$ cat config.mk
export PLATFORM = sky130hd
export DESIGN_NAME = output_fill_array_2d
export DESIGN_NICKNAME = d
export VERILOG_FILES = /design/src/rtl/output_fill_array_2d.sv
export SDC_FILE = /design/constraint.sdc
export NUM_CORES = 2
export LEC_CHECK = 0
export BUFFER_PORTS_ARGS = -buffer_cell sky130_fd_sc_hd__buf_2
export CORE_ASPECT_RATIO = 0.5
export CORE_UTILIZATION = 40
export CTS_CLUSTER_DIAMETER = 30
export DETAILED_ROUTE_END_ITERATION = 10
export PLACE_DENSITY_LB_ADDON = 0.1
export SLEW_MARGIN = 5
export SYNTH_ARGS = -nofsm -noshare
export SYNTH_HDL_FRONTEND = slang
export SYNTH_SLANG_ARGS = --single-unit
$ cat constraint.sdc
create_clock -name w_clk -period 74.5 [get_ports w_clk]
set_input_delay 3.725 -clock w_clk [delete_from_list [all_inputs] [get_ports w_clk]]
set_output_delay 3.725 -clock w_clk [all_outputs]
set_load 0.005 [all_outputs]
$ cat src/rtl/output_fill_array_2d.sv
// Multi-channel 2D output-buffer write-address generator with per-channel ping-pong bank.
// Latency: start at edge N -> first write address in cycle N+1, one address per non-empty cycle.
// Backpressure: is_empty stalls a channel's counters for that cycle; abort returns it to IDLE.
module output_fill_array_2d #(
    parameter int NUM_CH   = 9,
    parameter int ADDR_W   = 14,
    parameter int DIM_W    = 16,
    parameter int PINGPONG = 1
) (
    input  logic                     w_clk,
    input  logic                     reset,
    input  logic [NUM_CH-1:0]        start,
    input  logic [NUM_CH-1:0]        abort,
    input  logic [ADDR_W-1:0]        base_address,
    input  logic [ADDR_W-1:0]        bank_offset,
    input  logic [DIM_W-1:0]         fmap_width,
    input  logic [DIM_W-1:0]         fmap_height,
    input  logic [ADDR_W-1:0]        row_pitch,
    input  logic [NUM_CH-1:0]        is_empty,
    output logic [NUM_CH*ADDR_W-1:0] c_address,
    output logic [NUM_CH-1:0]        write_enable,
    output logic [NUM_CH-1:0]        busy,
    output logic [NUM_CH-1:0]        done,
    output logic [NUM_CH-1:0]        bank
);

    typedef enum logic [1:0] {
        ST_IDLE = 2'd0,
        ST_FILL = 2'd1,
        ST_DONE = 2'd2
    } state_t;

    genvar g;
    generate
        for (g = 0; g < NUM_CH; g = g + 1) begin : g_ch
            state_t            state;
            logic [ADDR_W-1:0] addr;
            logic [ADDR_W-1:0] row_base;
            logic [ADDR_W-1:0] pitch;
            logic [DIM_W-1:0]  col;
            logic [DIM_W-1:0]  row;
            logic [DIM_W-1:0]  w;
            logic [DIM_W-1:0]  h;
            logic              bank_r;
            logic [ADDR_W-1:0] start_base;
            logic              last_col;
            logic              last_row;
            logic              zero_tile;
            logic              do_write;

            // First address of a new tile: bank 1 places the tile bank_offset above base.
            assign start_base = base_address + (bank_r ? bank_offset : '0);

            // Position of the current element inside the latched tile geometry.
            assign last_col  = (col == (w - DIM_W'(1)));
            assign last_row  = (row == (h - DIM_W'(1)));
            assign zero_tile = (fmap_width == '0) || (fmap_height == '0);

            // A write is issued whenever the channel is filling and a result is available.
            assign do_write = (state == ST_FILL) && !is_empty[g];

            // Per-channel fill sequencer: tile walk, completion pulse and bank toggle.
            always_ff @(posedge w_clk or posedge reset) begin
                if (reset) begin
                    state    <= ST_IDLE;
                    addr     <= '0;
                    row_base <= '0;
                    pitch    <= '0;
                    col      <= '0;
                    row      <= '0;
                    w        <= '0;
                    h        <= '0;
                    bank_r   <= 1'b0;
                end else if (abort[g]) begin
                    // Abort wins over everything, including a simultaneous start
                    // and the bank toggle of a DONE cycle.
                    state <= ST_IDLE;
                end else begin
                    case (state)
                        ST_IDLE: begin
                            if (start[g]) begin
                                w        <= fmap_width;
                                h        <= fmap_height;
                                pitch    <= row_pitch;
                                row_base <= start_base;
                                addr     <= start_base;
                                col      <= '0;
                                row      <= '0;
                                // Empty tiles complete immediately without a single write.
                                state    <= zero_tile ? ST_DONE : ST_FILL;
                            end
                        end
                        ST_FILL: begin
                            if (do_write) begin
                                if (!last_col) begin
                                    col  <= col + DIM_W'(1);
                                    addr <= addr + ADDR_W'(1);
                                end else if (!last_row) begin
                                    col      <= '0;
                                    row      <= row + DIM_W'(1);
                                    row_base <= row_base + pitch;
                                    addr     <= row_base + pitch;
                                end else begin
                                    state <= ST_DONE;
                                end
                            end
                        end
                        ST_DONE: begin
                            if (PINGPONG != 0) begin
                                bank_r <= ~bank_r;
                            end
                            state <= ST_IDLE;
                        end
                        default: begin
                            state <= ST_IDLE;
                        end
                    endcase
                end
            end

            assign c_address[g*ADDR_W +: ADDR_W] = addr;
            assign write_enable[g]               = do_write;
            assign busy[g]                       = (state == ST_FILL);
            assign done[g]                       = (state == ST_DONE);
            assign bank[g]                       = bank_r;
        end
    endgenerate

endmodule

### Yosys cells after proc, flatten, opt, wreduce, memory -nomap -nowiden

Index checks and enable logic that the tools add are counted.

* shift operators: 0
* bitwise logic cells: 18
* multiply operators: 0
* add/subtract/negate cells: 63
* divide/modulo/power cells: 0
* equality and inequality tests: 117
* order comparisons: 0
* reductions and logical operators: 84
* muxes and demuxes: 217

Operators by type and width (count)
* 16-bit two-way mux: 63
* 14-bit two-way mux: 63
* 16-bit one-hot mux with 2 select lines: 18
* 14-bit one-hot mux with 2 select lines: 18
* 16-bit by 1-bit adder with 16-bit output, second input constant: 18
* 16-bit equality test: 18
* 16-bit by 1-bit subtractor with 16-bit output, second input constant: 18
* 14-bit adder: 18
* 14-bit by 1-bit adder with 14-bit output, second input constant: 9
* 2-bit two-way mux: 46
* 3-bit by 2-bit inequality test with 1-bit output, second input constant: 27
* 3-bit inequality test, second input constant: 18
* 6-bit AND reduction: 9
* 5-bit AND reduction: 9
* 2-bit by 1-bit inequality test with 1-bit output, second input constant: 18
* 2-bit inequality test, second input constant: 18
* 2-bit one-hot mux with 2 select lines: 9
* 4-bit AND reduction: 9
* 16-bit zero test: 2
* 3-bit AND reduction: 9
* 2-bit by 1-bit equality test with 1-bit output, second input constant: 9
* 2-bit equality test, second input constant: 9
* 2-bit zero test: 9
* 1-bit inverter: 18
* 5 further kinds: 37

* bits in read-only memories: 0
* bits in writable memories: 0
* word-level logic and storage cells: 580
* latch bits: 0
* bits in registers: 981
* memories kept: 0
* output and inout port bits: 162
* input bits: 103

### Longest topological paths before layout

* depth in word-level cells: 7
* mapped depth: 14
* depth with buffers taken out: 13

### Least setup slack after synthesis

Ideal clock, no wire load.

* path kind: input to output
* start: input port is_empty[8]
* end: output port write_enable[8]
* slack: 66.863 ns
* cell stages on the path: 2
* buffers on the path: 1
* arrival: 3.912 ns
* required time: 70.775 ns
* cells stage by stage: nor2_1 -> buf_4

* word-level cells in the longest chain between the ends: 2

RTL lines
* start: declaration: RTL line 19 `input logic [NUM_CH-1:0] is_empty,`
* 1-bit zero test: RTL line 60 `assign do_write = (state == ST_FILL) && !is_empty[g];`
* 1-bit logical AND: RTL line 60
* end: declaration: RTL line 21 `output logic [NUM_CH-1:0] write_enable,`

Every way passes these cells.

### Final worst setup path

* start: input port is_empty[4]
* end: output port write_enable[4]

The elaborated chain is that of the path after synthesis.

==> impl_results.md <==
* Status: finished, final reports clean
* Part of the power in the clock network at 35.7%
* Post-route DRC at 0
* Reg2reg end: g_ch[5].row[15]
* Post-synth EDFFs at 0
* DIE AREA at 171000 µm²
* F_max at 129 MHz
* # Max-Cap Violations at 0
* Register area at 24500 µm²
* Worst path cell trace: buf_2 -> nor2_1 -> buf_2
* CTS tree: done
* Part of the power in registers at 30.1%
* Setup TNS at 0 ps
* Fillers at 16600
* Syn Inst Count at 8249
* CTS Hold Bufs at 0
* Synth Area in Compound Gates at 16.1%
* Cell-internal power at 0.00164 W
* Top_reg_cell synth: dfrtp_1
* Warning count from the yosys run at 0
* Share of the synthesized area in the top cell type at 36.2%
* Worst vdd ir at 18.4 µV
* CTS Root Cell: clkbuf_16
* Cells on worst reg2reg path at 11
* Syn Nets at 8649
* FFs w/ async S/R, synth at 100%
* # setup viols final at 0
* Leak pwr at 34.7 nW
* Hold Crit Class: reg2reg
* Clock Tree Buf Depth at 4
* CP Launch Type: primary input
* Critical path class: in2out
* Core Area at 168000 µm²
* Post-Synth Simple-Gate Area at 27.3%
* DR pass1 iterations at 7
* Share of layout cells above drive strength 1 at 10.6%
* H-tree depth at 4
* Clk sink count at 981
* Slew headroom at 17.6%
* Worst hold path cell count at 2
* Port Buffers at 264
* RSZ-0062 raised after global routing: no
* Vias in the first global route at 58400
* Final worst path period share at 10.4%
* Initial core utilization at 40.4%
* Gpl congestion at 0.900
* Slowest cell on crit path: buf_2
* Initial antenna violation count at 44
* Post-CTS setup buffers at 0
* Die span in y at 293 µm
* CP Data Arrival Time at 4050 ps
* Worst slew pin tran at 1220 ps
* Post-synth top area cell: dfrtp_1
* Clock Skews at 43.6 ps
* Critical Path Fanout Max at 3
* Slowest stage delay, CP at 120 ps
* DR iter-0 viols at 5826
* Sequential share of the synthesized area at 36.2%
* Final worst slack at 66720 ps
* P&R area growth vs syn at 15.5%
* Period minus WS final at 7780 ps
* Reg-to-Reg Start: g_ch[5].w[0]
* Global-route wire length before repair at 375000 µm
* Multiplexer share of the synthesized area at 2.24%
* Fin. max-slew vios at 0
* Worst Setup End Kind: output port
* Commonest non-fill, non-tap cell in the layout: nand2_1
* Mean area per synthesized cell at 8.21 µm²
* Routed WL at 251000 µm
* DR vias at 62500
* Gr usage total at 28.8%
* Vias/cell at 5.76
* Area contributors post-synth: dfrtp_1, nand2_1, xnor2_1, ha_1, o21ai_0
* WL per Instance at 23.1 µm
* Post-synthesis xor/xnor area fraction at 8.78%
* Largest net degree at the start of global routing at 152
* Area of the multi-input gates at 40800 µm²
* P per Cell Area at 33.5 nW/µm²
* Yosys cell types at 98
* Post-Synth Adder-Cell Area at 5.68%
* Final Hold Viols at 0
* Largest family of logic cells by synthesized area: simple AND/OR/NAND/NOR gates
* Hold WS at 473 ps
* CP required at 70780 ps
* Post_cts resized at 0
* Sw Pwr at 0.000984 W
* Synth Register Bits at 981
* Row count at 106
* Hold Startpoint: g_ch[6].row_base[4]
* Crit path top cell by count: buf_2
* Hold Crit Endpoint: g_ch[6].row_base[4]
* Num CTS Buffers at 193
* Reg clk slew, reported paths at 50 ps
* Comb power frac at 34.2%
* Critical path's top delay family: buffers and inverters
* IO Pins at 265
* Most frequent cells in the layout: nand2_1, dfrtp_1, nor2_1
* Sw Ratio at 37.5%
* Die Wd at 584 µm
* Antenna-violating nets left at 0
* Clock Latency Late Sink at 830 ps
* R2R setup slack at 69210 ps
* Overflow after GRT at 0
* Final nets at 8812
* Mapped cell area at 67800 µm²
* DP Wirelength at 170000 µm
* CP bufs+invs at 2
* Setup WS pre-CTS at 66710 ps
==> routing by layer <==
metal | up-vias | GRT usage [%] | routed length, µm
met4 | 4 | 9.42 | 8110
met3 | 393 | 6.10 | 20700
li1 | 29700 | - | -
met2 | 2061 | 44.3 | 109000
met5 | - | 0 | 28
met1 | 30300 | 40.2 | 113000
==> registers in the layout, indices dropped and copies added (netlist names) <==
name and cells:
g_ch.bank_r 9, g_ch.w 144, g_ch.row 144, g_ch.state 18, g_ch.h 144, g_ch.col 144, g_ch.addr 126, g_ch.row_base 126
g_ch.pitch 126
==> through the flow <==
stage	cells	power, W	cell area, µm²	utilization, %
after floorplan	8249	0.00140	67800	-
after global placement	10500	0.00167	71300	42.5
after detailed placement	10500	0.00168	71300	42.5
after CTS	10800	0.00263	78200	46.6
after global routing	10800	0.00278	78200	46.6
final	10900	0.00262	78200	46.7
==> synthesized netlist by cell type, types with 98 or more instances <==
master	instances
a21oi_1	331
clkbuf_1	352
and2_1	157
nor4_1	117
nand2b_1	98
nor2_1	581
inv_1	227
a31oi_1	127
xor2_1	248
nand3_1	285
dfrtp_1	981
nand4_1	121
xnor2_1	429
ha_1	279
nand2_1	1597
o21ai_0	449
nor3_1	242
and3_1	150
or3_1	109
==> power groups by stage <==
| stage | logic, W | registers, W | clock network (W) |
|---|---|---|---|
| 2_1_floorplan | 0.000660 | 0.000741 | 0 |
| 3_3_place_gp | 0.000880 | 0.000794 | 0 |
| 3_5_place_dp | 0.000885 | 0.000793 | 0 |
| 4_1_cts | 0.000891 | 0.000787 | 0.000950 |
| 5_1_grt | 0.000996 | 0.000806 | 0.000975 |
| 6_report | 0.000896 | 0.000789 | 0.000936 |
==> worst register-to-register path: stages (launching register included) <==
cell and delay [ps]:
dfrtp_1 420, inv_1 100, ha_1 210, nor3b_1 760, o21bai_1 150, a2111oi_0 740, o2111ai_1 190, or4_1 860
and2_0 450, or3_1 660, or3_1 490, mux2i_1 130
==> final cells by class <==
class | count | share of cell area (%)
clock inverter | 107 | 1.98
multi-input combinational | 6618 | 52.1
tap | 2268 | 3.63
clock buffer | 240 | 6.80
inverter | 229 | 1.11
antenna | 19 | 0.0608
timing repair buffer | 389 | 2.90
sequential | 981 | 31.4
==> cells by family (layout without fill, tap and decap cells) <==
family                   count (synthesis)  count (layout)
adder cells (fa/ha/maj)                297             297
buffers and inverters                  650             965
other                                    0              19
AND/OR/NAND/NOR                       3836            3836
flip-flops                             981             981
XOR/XNOR                               678             678
multiplexers                           141             141
AO/OA/AOI/OAI                         1666            1666
==> worst max path at each step <==
stage	from	cells past startpoint	to	slack, ps
6_report	is_empty[4]	3	write_enable[4]	66720
3_3_place_gp	is_empty[4]	3	write_enable[4]	66710
5_1_grt	is_empty[4]	3	write_enable[4]	66660
4_1_cts	is_empty[4]	3	write_enable[4]	66710
2_1_floorplan	reset	1	g_ch[0].addr[0]	43180
3_5_place_dp	is_empty[4]	3	write_enable[4]	66710
No activity file was read; power rests on OpenSTA's default activity.
